`config.mk`:
```
export PLATFORM = sky130hd
export DESIGN_NAME = lane_permute_engine
export DESIGN_NICKNAME = d
export VERILOG_FILES = /design/src/rtl/lane_permute_engine.sv
export SDC_FILE = /design/constraint.sdc
export NUM_CORES = 1
export LEC_CHECK = 0
export ABC_AREA = 0
export CAP_MARGIN = 15
export CORE_UTILIZATION = 42
export CTS_CLUSTER_DIAMETER = 60
export DETAILED_ROUTE_END_ITERATION = 16
export PLACE_DENSITY = 0.76
export SLEW_MARGIN = 20
export SYNTH_ARGS = -nofsm -noshare
export SYNTH_HDL_FRONTEND = slang
export SYNTH_SLANG_ARGS = --single-unit
```
`constraint.sdc`:
```
create_clock -name clk -period 1.6 [get_ports clk]
set_input_delay 0.32 -clock clk [delete_from_list [all_inputs] [get_ports clk]]
set_output_delay 0.32 -clock clk [all_outputs]
set_load 0.02 [all_outputs]
```
`src/rtl/lane_permute_engine.sv`:
```
// lane_permute_engine
// Multi-round permutation of a 5x5 lane state. One state is accepted per
// transaction, num_rounds round functions are applied one per cycle, and the
// result is held until the consumer takes it.
module lane_permute_engine #(
  parameter int LANE_W = 1,
  parameter int RW     = 6
) (
  input  logic                  clk,
  input  logic                  rst,
  input  logic                  in_valid,
  output logic                  in_ready,
  input  logic [25*LANE_W-1:0]  in_data,
  input  logic [1:0]            mode,
  input  logic [RW-1:0]         num_rounds,
  output logic                  out_valid,
  input  logic                  out_ready,
  output logic [25*LANE_W-1:0]  out_data,
  output logic                  busy
);

  localparam int S = 25 * LANE_W;

  typedef enum logic [1:0] {IDLE = 2'd0, RUN = 2'd1, DONE = 2'd2} fsm_t;

  fsm_t            fsm_reg;
  fsm_t            fsm_next;
  logic [S-1:0]    state_reg;
  logic [1:0]      mode_reg;
  logic [RW-1:0]   cnt_reg;
  logic [S-1:0]    round_next;

  logic [LANE_W-1:0] cur_lane   [25];
  logic [LANE_W-1:0] pi_lane    [25];
  logic [LANE_W-1:0] pinv_lane  [25];
  logic [LANE_W-1:0] rot_lane   [25];
  logic [LANE_W-1:0] pirot_lane [25];

  // Lane wiring: the position map and rotation amounts are elaboration-time
  // constants, so every round function is pure routing plus a final mux.
  for (genvar gi = 0; gi < 25; gi++) begin : g_lane
    localparam int X  = gi % 5;
    localparam int Y  = gi / 5;
    localparam int X0 = (X + 3) % 5;
    localparam int Y0 = (Y + 3) % 5;
    localparam int NX = (Y0 + 2) % 5;
    localparam int NY = ((2 * X0 + 3 * Y0) % 5 + 2) % 5;
    localparam int P  = 5 * NY + NX;
    localparam int R  = gi % LANE_W;

    assign cur_lane[gi]  = state_reg[gi*LANE_W +: LANE_W];
    assign pi_lane[P]    = cur_lane[gi];
    assign pinv_lane[gi] = cur_lane[P];

    // Rotation amount depends on the lane index only; amount 0 is a wire.
    if (R == 0) begin : g_norot
      assign rot_lane[gi]   = cur_lane[gi];
      assign pirot_lane[gi] = pi_lane[gi];
    end else begin : g_rot
      assign rot_lane[gi]   = {cur_lane[gi][LANE_W-1-R:0], cur_lane[gi][LANE_W-1:LANE_W-R]};
      assign pirot_lane[gi] = {pi_lane[gi][LANE_W-1-R:0],  pi_lane[gi][LANE_W-1:LANE_W-R]};
    end

    // Select the round function latched with the transaction.
    always_comb begin
      case (mode_reg)
        2'b00:   round_next[gi*LANE_W +: LANE_W] = pi_lane[gi];
        2'b01:   round_next[gi*LANE_W +: LANE_W] = pinv_lane[gi];
        2'b10:   round_next[gi*LANE_W +: LANE_W] = rot_lane[gi];
        default: round_next[gi*LANE_W +: LANE_W] = pirot_lane[gi];
      endcase
    end
  end

  // FSM state register.
  always_ff @(posedge clk or posedge rst) begin
    if (rst) fsm_reg <= IDLE;
    else     fsm_reg <= fsm_next;
  end

  // FSM next-state logic; a zero round count skips straight to DONE.
  always_comb begin
    fsm_next = fsm_reg;
    case (fsm_reg)
      IDLE:    if (in_valid) fsm_next = (num_rounds != '0) ? RUN : DONE;
      RUN:     if (cnt_reg == RW'(1)) fsm_next = DONE;
      DONE:    if (out_ready) fsm_next = IDLE;
      default: fsm_next = IDLE;
    endcase
  end

  // FSM outputs are pure state decodes; in_ready is also masked by reset.
  always_comb begin
    in_ready  = (fsm_reg == IDLE) && !rst;
    out_valid = (fsm_reg == DONE);
    busy      = (fsm_reg == RUN) || (fsm_reg == DONE);
  end

  // Datapath: capture on accept, one round per RUN cycle, frozen otherwise.
  always_ff @(posedge clk or posedge rst) begin
    if (rst) begin
      state_reg <= '0;
      mode_reg  <= '0;
      cnt_reg   <= '0;
    end else begin
      case (fsm_reg)
        IDLE: begin
          if (in_valid) begin
            state_reg <= in_data;
            mode_reg  <= mode;
            cnt_reg   <= num_rounds;
          end
        end
        RUN: begin
          state_reg <= round_next;
          cnt_reg   <= cnt_reg - RW'(1);
        end
        default: ;
      endcase
    end
  end

  assign out_data = state_reg;

endmodule

```
==> Word-level counts from Yosys, hierarchy flattened <==
Cells that the tools add are included.
{ "classes": {"n_addsub": 1, "n_mux": 33, "reduce_logical": 11, "eq_ne": 9, "n_bitwise": 1} }
{ "ops": {"columns": ["op", "count"], "rows": [
  ["25-bit one-hot mux with 2 select lines", 1],
  ["1-bit one-hot mux with 2 select lines", 24],
  ["25-bit 2-to-1 mux", 1],
  ["6-bit one-hot mux with 2 select lines", 1],
  ["3-bit AND reduction", 3],
  ["2-bit 2-to-1 mux", 4],
  ["6-bit by 1-bit == test with 1-bit output (second input constant)", 1],
  ["6-bit 2-to-1 mux", 1],
  ["2-bit != test (second input constant)", 3],
  ["2-bit one-hot mux with 3 select lines", 1],
  ["6-bit nonzero test", 1],
  ["6-bit by 1-bit subtractor with 6-bit output (second input constant)", 1],
  ["2-bit by 1-bit == test with 1-bit output (second input constant)", 2],
  ["2-bit == test (second input constant)", 2],
  ["2-bit AND reduction", 2],
  ["2-bit zero test", 1],
  ["2-bit by 1-bit != test with 1-bit output (second input constant)", 1],
  ["2-bit nonzero test", 1],
  ["1-bit logical AND", 1],
  ["1-bit zero test", 1],
  ["1-bit logical OR", 1],
  ["1-bit NOT", 1]
]} }
{ "word_totals": {"elab_cells": 60, "ff_bits": 35, "inputBits": 37, "out_inout_bits": 28} }

==> Longest topological paths before layout <==
Gate-level depths: netlist of the first run.
{ "depth": {"ltp_word": 4, "mapped_depth": 7, "ltp_nobuf": 6} }

==> Worst setup path after synthesis of the first run <==
Ideal clock, no wire load.
{ "synth_timing": {"path_type": "reg2reg", "start": "register fsm_reg[0]", "end": "register state_reg[0] (netlist: out_data[0])", "setup_slack_ns": -0.009, "t_arrival_ns": 1.491, "n_path_buf": 1, "period_less_slack_ns": 1.609, "setup_ns": 0.118, "path_stages_with_launch": 8, "path_cell_list": "dfrtp_1 > inv_1 > ha_1 > mux2_4 > nand2_4 > buf_6 > a211oi_1 > a21o_1"} }
{ "synth_via": {"elab_chain_cells": 3, "word_cells_on_any_way": 7} }
{ "synth_rtl": {"columns": ["element", "line_no", "rtl"], "rows": [
  ["start: declaration", "26", "fsm_t fsm_reg;"],
  ["start signal: assignment", "78", "else fsm_reg <= fsm_next;"],
  ["2-bit by 1-bit == test with 1-bit output or 2-bit zero test (tied branches)", "106", "case (fsm_reg)"],
  ["2-bit != test (no line) or 2-bit nonzero test (tied branches)", null, null],
  ["3-bit AND reduction (no line)", null, null],
  ["end signal: assignment", "109", "state_reg <= in_data;"],
  ["end signal: assignment", "115", "state_reg <= round_next;"],
  ["end: declaration", "28", "logic [S-1:0] state_reg;"]
]} }
Several ways; a longest one is shown, not always the timed one. The select of a mux whose other input is x is not followed.
A chain may end at the register's enable or synchronous reset.

==> Final worst setup path of the first run <==
{ "layout_timing": {"start": "register fsm_reg[0]", "end": "register state_reg[24] (netlist: out_data[24])"} }
Same word-level chain as after synthesis.

==> results of run 1 <==
area by class of cell:
| cell class | count | share of cell area, % |
|---|---|---|
| clock buffer | 8 | 2.99 |
| inverter | 6 | 0.672 |
| multi-input combinational | 153 | 37.6 |
| tap | 67 | 2.50 |
| sequential | 35 | 26.1 |
| timing repair buffer | 96 | 30.1 |
power groups by stage:
| stage | clock, mW | combinational [mW] | sequential (mW) |
|---|---|---|---|
| 2_1_floorplan | 0 | 2.25 | 2.10 |
| 3_3_place_gp | 0 | 3.89 | 1.83 |
| 3_5_place_dp | 0 | 3.99 | 1.84 |
| 4_1_cts | 0.711 | 4.54 | 1.82 |
| 5_1_grt | 0.759 | 5.14 | 1.89 |
| 6_report | 0.711 | 4.82 | 1.84 |
logic make-up after synthesis:
kind of cell / count (synthesis) / synth area share (%)
AND/OR/NAND/NOR: 49 / 11.4
multiplexers: 29 / 14.3
AO/OA/AOI/OAI: 70 / 23.3
flip-flops: 35 / 41.3
adder cells (fa/ha/maj): 5 / 2.95
buffers and inverters: 22 / 6.72
what timing repair did:
| action | in CTS | in global routing |
|---|---|---|
| setup buffers | 9 | 1 |
| pin swaps | 4 | 5 |
| resized for setup | 59 | 14 |
| gates cloned | 3 | 0 |
| endpoints found under the setup margin | 56 | 31 |
metal layers:
| layer | share of wire [%] | vias to the layer above |
|---|---|---|
| li1 | - | 943 |
| met1 | 44 | 1001 |
| met2 | 50 | 63 |
| met3 | 4.7 | 7 |
| met4 | 1.3 | 0 |
| met5 | 0 | - |
layout by cell type, fill, tap and decap left out, types with 2 or more instances in the layout:
| master | count |
|---|---|
| mux2_4 | 2 |
| a211oi_2 | 11 |
| nand3_1 | 3 |
| a21o_1 | 24 |
| inv_1 | 4 |
| a211oi_1 | 10 |
| buf_12 | 8 |
| a21oi_1 | 5 |
| buf_4 | 19 |
| buf_2 | 2 |
| clkbuf_8 | 7 |
| inv_2 | 2 |
| nor3_1 | 2 |
| nor2b_1 | 2 |
| o21ai_0 | 4 |
| mux2i_1 | 25 |
| ha_4 | 3 |
| dlygate4sd2_1 | 24 |
| ha_1 | 2 |
| buf_16 | 3 |
| mux2_2 | 2 |
| clkdlybuf4s50_1 | 37 |
| o31ai_1 | 2 |
| nand2_1 | 4 |
| o22ai_1 | 5 |
| buf_6 | 3 |
| nor2_1 | 26 |
| a211oi_4 | 3 |
| dfrtp_1 | 35 |
per-stage QoR:
stage / setup slack [ns] / power (mW) / setup TNS [ns]
finish: -0.0706 / 7.36 / -1.02
global route: -0.130 / 7.80 / -2.77
CTS: -0.0323 / 7.07 / -0.358
detailed placement: -0.214 / 5.83 / -3.98
global placement: -0.191 / 5.72 / -3.40
floorplan: 0.0301 / 4.34 / 0
final timing paths:
path / from / cells past startpoint / slack (ns) / end
hold / removal: rst / 3 / 0.40 / fsm_reg[0]
max in group asynchronous: rst / 3 / 1.00 / out_data[3]
hold reg to reg: out_data[12] / 1 / 0.51 / out_data[12]
min in group clk: out_data[12] / 1 / 0.51 / out_data[12]
setup reg to reg: fsm_reg[0] / 7 / -0.07 / out_data[24]
setup / recovery: fsm_reg[0] / 7 / -0.07 / out_data[24]
worst min-delay path: stages:
cell and delay, ns:
clkdlybuf4s50_1 0.42, inv_1 0.10, buf_12 0.21
==> flow_metrics.py, run 1 <==
metrics = {
    "global_route": {
        "grt.busiest_layer": "met2",
        "grt_pass1_wl_um": 9140,
        "use_met2_pct": 37.0,
        "use_met3_pct": 3.87,
        "grt_pass1_vias": 1884,
        "grtUsageTotal_pct": 22.5,
        "use_met1_pct": 30.2,
        "overflow": 0,
        "antenna_found_initial": 0,
        "grt_max_degree": 36,
    },
    "synthesis": {
        "syn_nets": 252,
        "yosys.area.top_type": "dfrtp_1",
        "ys_types": 35,
        "synth.most_common_cell": "dfrtp_1",
        "synth_seq_area_share_pct": 41.3,
        "yosys_register_bits": 35,
        "synth_top_area_share_pct": 41.3,
        "synthFlopType": "dfrtp_1",
        "synth_edf_count": 0,
        "synthArstFlopShare_pct": 100,
        "yosysWarnings": 0,
        "avgSynthCellArea_um2": 10.1,
        "synthCells": 210,
        "synthesis.area_mm2": 0.00212,
        "ys_top_cells_by_count": "35 x dfrtp_1, 27 x nor2_1, 25 x mux2i_1",
        "synth.area.top_cells": "dfrtp_1 41%, mux2i_1 12%, a211oi_1 8.5%",
    },
    "route": {
        "viasPerCell": 5.52,
        "ant_nets": 0,
        "wl_per_cell_um": 16.2,
        "drtIter0Drc": 120,
        "vias": 2014,
        "wirelength_um": 5930,
        "drcViolationCount": 0,
        "dr.pass1.iters": 4,
    },
    "layout": {
        "regArea_um2": 876,
        "design_area_mm2": 0.00335,
        "multi_input_area_mm2": 0.00126,
        "final_core_util_pct": 70.1,
        "final_cells": 365,
        "final_layout_size_suffix_gt1_share_pct": 24.8,
        "syn_to_final_growth_pct": 58.0,
        "final_nets": 339,
        "n_antenna_cell": 0,
        "largest_reg_flops": 25,
        "fillCellCount": 359,
    },
    "setup_path": {
        "crit_buf_inv": 2,
        "critPathMaxStageDelay_ns": 0.42,
        "start_kind": "flop",
        "critPathRequiredTime_ns": 1.78,
        "critPathTopFamily": "flip-flops",
        "critPathArrivalTime_ns": 1.85,
        "cp_cell_sequence": "buf_6, ha_4, mux2_4, nand2_8, buf_12, a211oi_1, a21o_1",
        "worstPathMaxFanout": 7,
        "end_kind": "flop",
        "worstSetupPathType": "flop to flop",
        "slowest_stage": "dfrtp_1",
    },
    "cts": {
        "cts.clk_slew.worst_paths_ns": 0.07,
        "root_buffer": "clkbuf_8",
        "h-tree-depth": 2,
        "clock_sinks": 35,
        "cts_inserted_buffers": 5,
        "clkLatencyLatePin_ns": 0.28,
        "hold_buffers": 0,
        "cts_tree": "built",
        "cts_buffer_depth": 2,
    },
    "sta": {
        "worst_slack_ns": -0.0706,
        "post-route-period-util_pct": 104,
        "finalMaxSlewViolations": 0,
        "worstMarginPinSlew_ns": 0.316,
        "whs_ns": 0.404,
        "fmax_mhz": 599,
        "rsz0062_at_grt": "yes",
        "fin_skew_ns": 0.00622,
        "setup_violations": 24,
        "hold_violations": 0,
        "timing.final.crit_period_ns": 1.67,
        "relSlewSlack_pct": 78.8,
    },
    "placed_design": {
        "dp_cells": 344,
        "dp_hpwl_um": 3770,
        "port_buffers": 64,
        "placed_area_mm2": 0.00295,
        "gp_congestion": 0.833,
    },
    "floorplanning": {
        "core_mm2": 0.00479,
        "die-width_um": 73.1,
        "fp-row-count": 25,
        "fp.dieH_um": 73.1,
        "io_pins": 65,
        "die_area_mm2": 0.00534,
        "initial_utilization_pct": 44.3,
    },
    "power_and_ir_drop": {
        "swShare_pct": 43.2,
        "ir_drop_uv": 1480,
        "p_clk_share_pct": 9.6,
        "p_seq_share_pct": 25.0,
        "p_sw_mw": 3.18,
        "p_per_area_mw_per_mm2": 2200,
        "comb_power_share_pct": 65.4,
        "power.leakage_nw": 1.56,
        "p_int_mw": 4.18,
    },
    "outcome": {
        "status": "finished, violations left",
        "violations": "setup timing",
    },
    "hold_path": {
        "hp-class": "input pin to async pin",
    },
    "job": {
        "maxCapViolCount": 0,
    },
}
(Power assumes the default switching activity.)
==> run 2: changes to the inputs <==
--- a/config.mk
+++ b/config.mk
@@ -7,10 +7,11 @@
 export LEC_CHECK = 0
 export ABC_AREA = 0
 export CAP_MARGIN = 15
-export CORE_UTILIZATION = 42
+export CORE_UTILIZATION = 44
+export CTS_BUF_LIST = sky130_fd_sc_hd__clkbuf_2 sky130_fd_sc_hd__clkbuf_4 sky130_fd_sc_hd__clkbuf_8
 export CTS_CLUSTER_DIAMETER = 60
 export DETAILED_ROUTE_END_ITERATION = 16
-export PLACE_DENSITY = 0.76
+export PLACE_DENSITY = 0.79
 export SLEW_MARGIN = 20
 export SYNTH_ARGS = -nofsm -noshare
 export SYNTH_HDL_FRONTEND = slang
==> run 2 against run 1 <==
  * Critical endpoint is now out_data[3]
  * Final cell count decreased by 4.7%
  * First-iteration DRC count decreased by 19%
  * Sequential power about the same
  * Clock skew increased by 0.0013 ns
  * Fmax decreased by 1.8%
  * The flow still finishes with violations (setup timing)
  * Worst hold slack improved by 0.013 ns
==> flow_metrics.py, run 2 (same netlist as run 1, synthesis figures left out) <==
metrics = {
    "floorplanning": {
        "die-width_um": 71.4,
        "die_area_mm2": 0.00510,
        "core_mm2": 0.00450,
        "fp.dieH_um": 71.4,
        "initial_utilization_pct": 47.1,
        "fp-row-count": 24,
        "io_pins": 65,
    },
    "route": {
        "vias": 1985,
        "drcViolationCount": 0,
        "viasPerCell": 5.70,
        "wl_per_cell_um": 16.2,
        "wirelength_um": 5650,
        "ant_nets": 0,
        "dr.pass1.iters": 4,
        "drtIter0Drc": 97,
    },
    "setup_path": {
        "critPathTopFamily": "flip-flops",
        "cp_cell_sequence": "inv_2, ha_4, buf_6, mux2_4, nand2_8, buf_16, a211oi_1, a21o_1",
        "critPathArrivalTime_ns": 1.87,
        "worstPathMaxFanout": 7,
        "crit_buf_inv": 3,
        "slowest_stage": "dfrtp_1",
        "reg2reg_slack_ns": -0.10,
        "critPathRequiredTime_ns": 1.77,
        "end_kind": "flop",
        "critPathMaxStageDelay_ns": 0.41,
        "worstSetupPathType": "flop to flop",
        "start_kind": "flop",
    },
    "cts": {
        "cts_buffer_depth": 2,
        "hold_buffers": 0,
        "h-tree-depth": 2,
        "clkLatencyLatePin_ns": 0.28,
        "cts_tree": "built",
        "cts.clk_slew.worst_paths_ns": 0.07,
        "cts_inserted_buffers": 5,
        "root_buffer": "clkbuf_8",
        "clock_sinks": 35,
    },
    "outcome": {
        "violations": "setup timing",
        "status": "finished, violations left",
    },
    "layout": {
        "syn_to_final_growth_pct": 54.8,
        "largest_reg_flops": 25,
        "final_common_cell": "clkdlybuf4s50_1",
        "n_antenna_cell": 0,
        "fillCellCount": 313,
        "final_nets": 337,
        "final_cell_mix": "37 x clkdlybuf4s50_1, 35 x dfrtp_1, 27 x nor2_1, 25 x mux2i_1",
        "final_cells": 348,
        "final_layout_size_suffix_gt1_share_pct": 25.7,
    },
    "power_and_ir_drop": {
        "ir_drop_uv": 1080,
        "p_per_area_mw_per_mm2": 2160,
        "swShare_pct": 43.2,
        "p_seq_share_pct": 26.3,
        "comb_power_share_pct": 64.7,
        "power.leakage_nw": 1.55,
        "p_total_mw": 7.09,
        "p_sw_mw": 3.06,
        "p_int_mw": 4.03,
        "p_clk_share_pct": 9.0,
    },
    "global_route": {
        "grt_pass1_vias": 1816,
        "grt_pass1_wl_um": 8640,
        "antenna_found_initial": 0,
        "overflow": 0,
        "grt_max_degree": 36,
        "grtUsageTotal_pct": 21.4,
    },
    "sta": {
        "hold_violations": 0,
        "rsz0062_at_grt": "yes",
        "post-route-period-util_pct": 106,
        "fin_skew_ns": 0.00749,
        "final.setup.tns_ns": -1.59,
        "fmax_mhz": 588,
        "relSlewSlack_pct": 71.4,
        "worst_slack_ns": -0.100,
        "worstMarginPinSlew_ns": 0.426,
        "whs_ns": 0.417,
        "setup_violations": 24,
        "finalMaxSlewViolations": 0,
        "timing.final.crit_period_ns": 1.70,
    },
    "job": {
        "maxCapViolCount": 0,
    },
    "placed_design": {
        "gp_congestion": 0.860,
        "dp_slack_ns": -0.228,
        "port_buffers": 64,
        "dp_cells": 329,
        "dp_hpwl_um": 3550,
    },
    "hold_path": {
        "hp-class": "input pin to async pin",
    },
}
==> run 2: final timing paths <==
kind | endpoint | start | cells after the start
setup / recovery | out_data[3] | fsm_reg[1] | 8
hold / removal | mode_reg[0] | rst | 3
setup reg to reg | out_data[3] | fsm_reg[1] | 8
hold reg to reg | out_data[12] | out_data[12] | 1
max in group asynchronous | cnt_reg[5] | rst | 3
min in group clk | out_data[12] | out_data[12] | 1
==> run 2: metrics by stage <==
stage	instance area, µm²	util (%)
after global routing	3280	72.9
after detailed placement	2910	64.7
after CTS	3130	69.6
after floorplan	2120	-
after global placement	2910	64.7
final	3280	72.9
==> run 2: final cells by class <==
cell class,count,area (µm²),share of cell area [%]
repair buffers,94,968,29.5
flip-flops and latches,35,876,26.7
clock inverters,1,5.00,0.152
well taps,52,65.1,1.98
clock buffers,7,83.8,2.55
inverters,6,22.5,0.686
multi-input cells,153,1260,38.5
==> run 2: metal layers <==
layer | global-route usage [%] | routed length (µm) | up-vias
met4 | 5.78 | 45 | 0
li1 | - | - | 944
met1 | 28.5 | 2540 | 994
met2 | 36.1 | 2900 | 43
met5 | 0 | 0 | -
met3 | 3.80 | 168 | 4
==> run 2: power groups by stage <==
stage / clock, mW / sequential (mW) / combinational, mW
floorplan: 0 / 2.10 / 2.25
global placement: 0 / 1.83 / 3.81
detailed placement: 0 / 1.85 / 3.91
CTS: 0.651 / 1.83 / 4.18
global route: 0.687 / 1.93 / 4.89
finish: 0.641 / 1.86 / 4.59
==> run 2: worst min-delay path, cell delays in order <==
cell	delay [ns]
clkdlybuf4s50_1	0.42
inv_1	0.10
buf_12	0.22
==> run 2: repair_timing <==
action | CTS | global route
cloned | 2 | 2
buffers inserted | 7 | 0
endpoints found under the hold margin | 0 | 0
setup endpoints to repair | 58 | 34
pin swaps | 2 | 8
gates resized for setup | 53 | 24
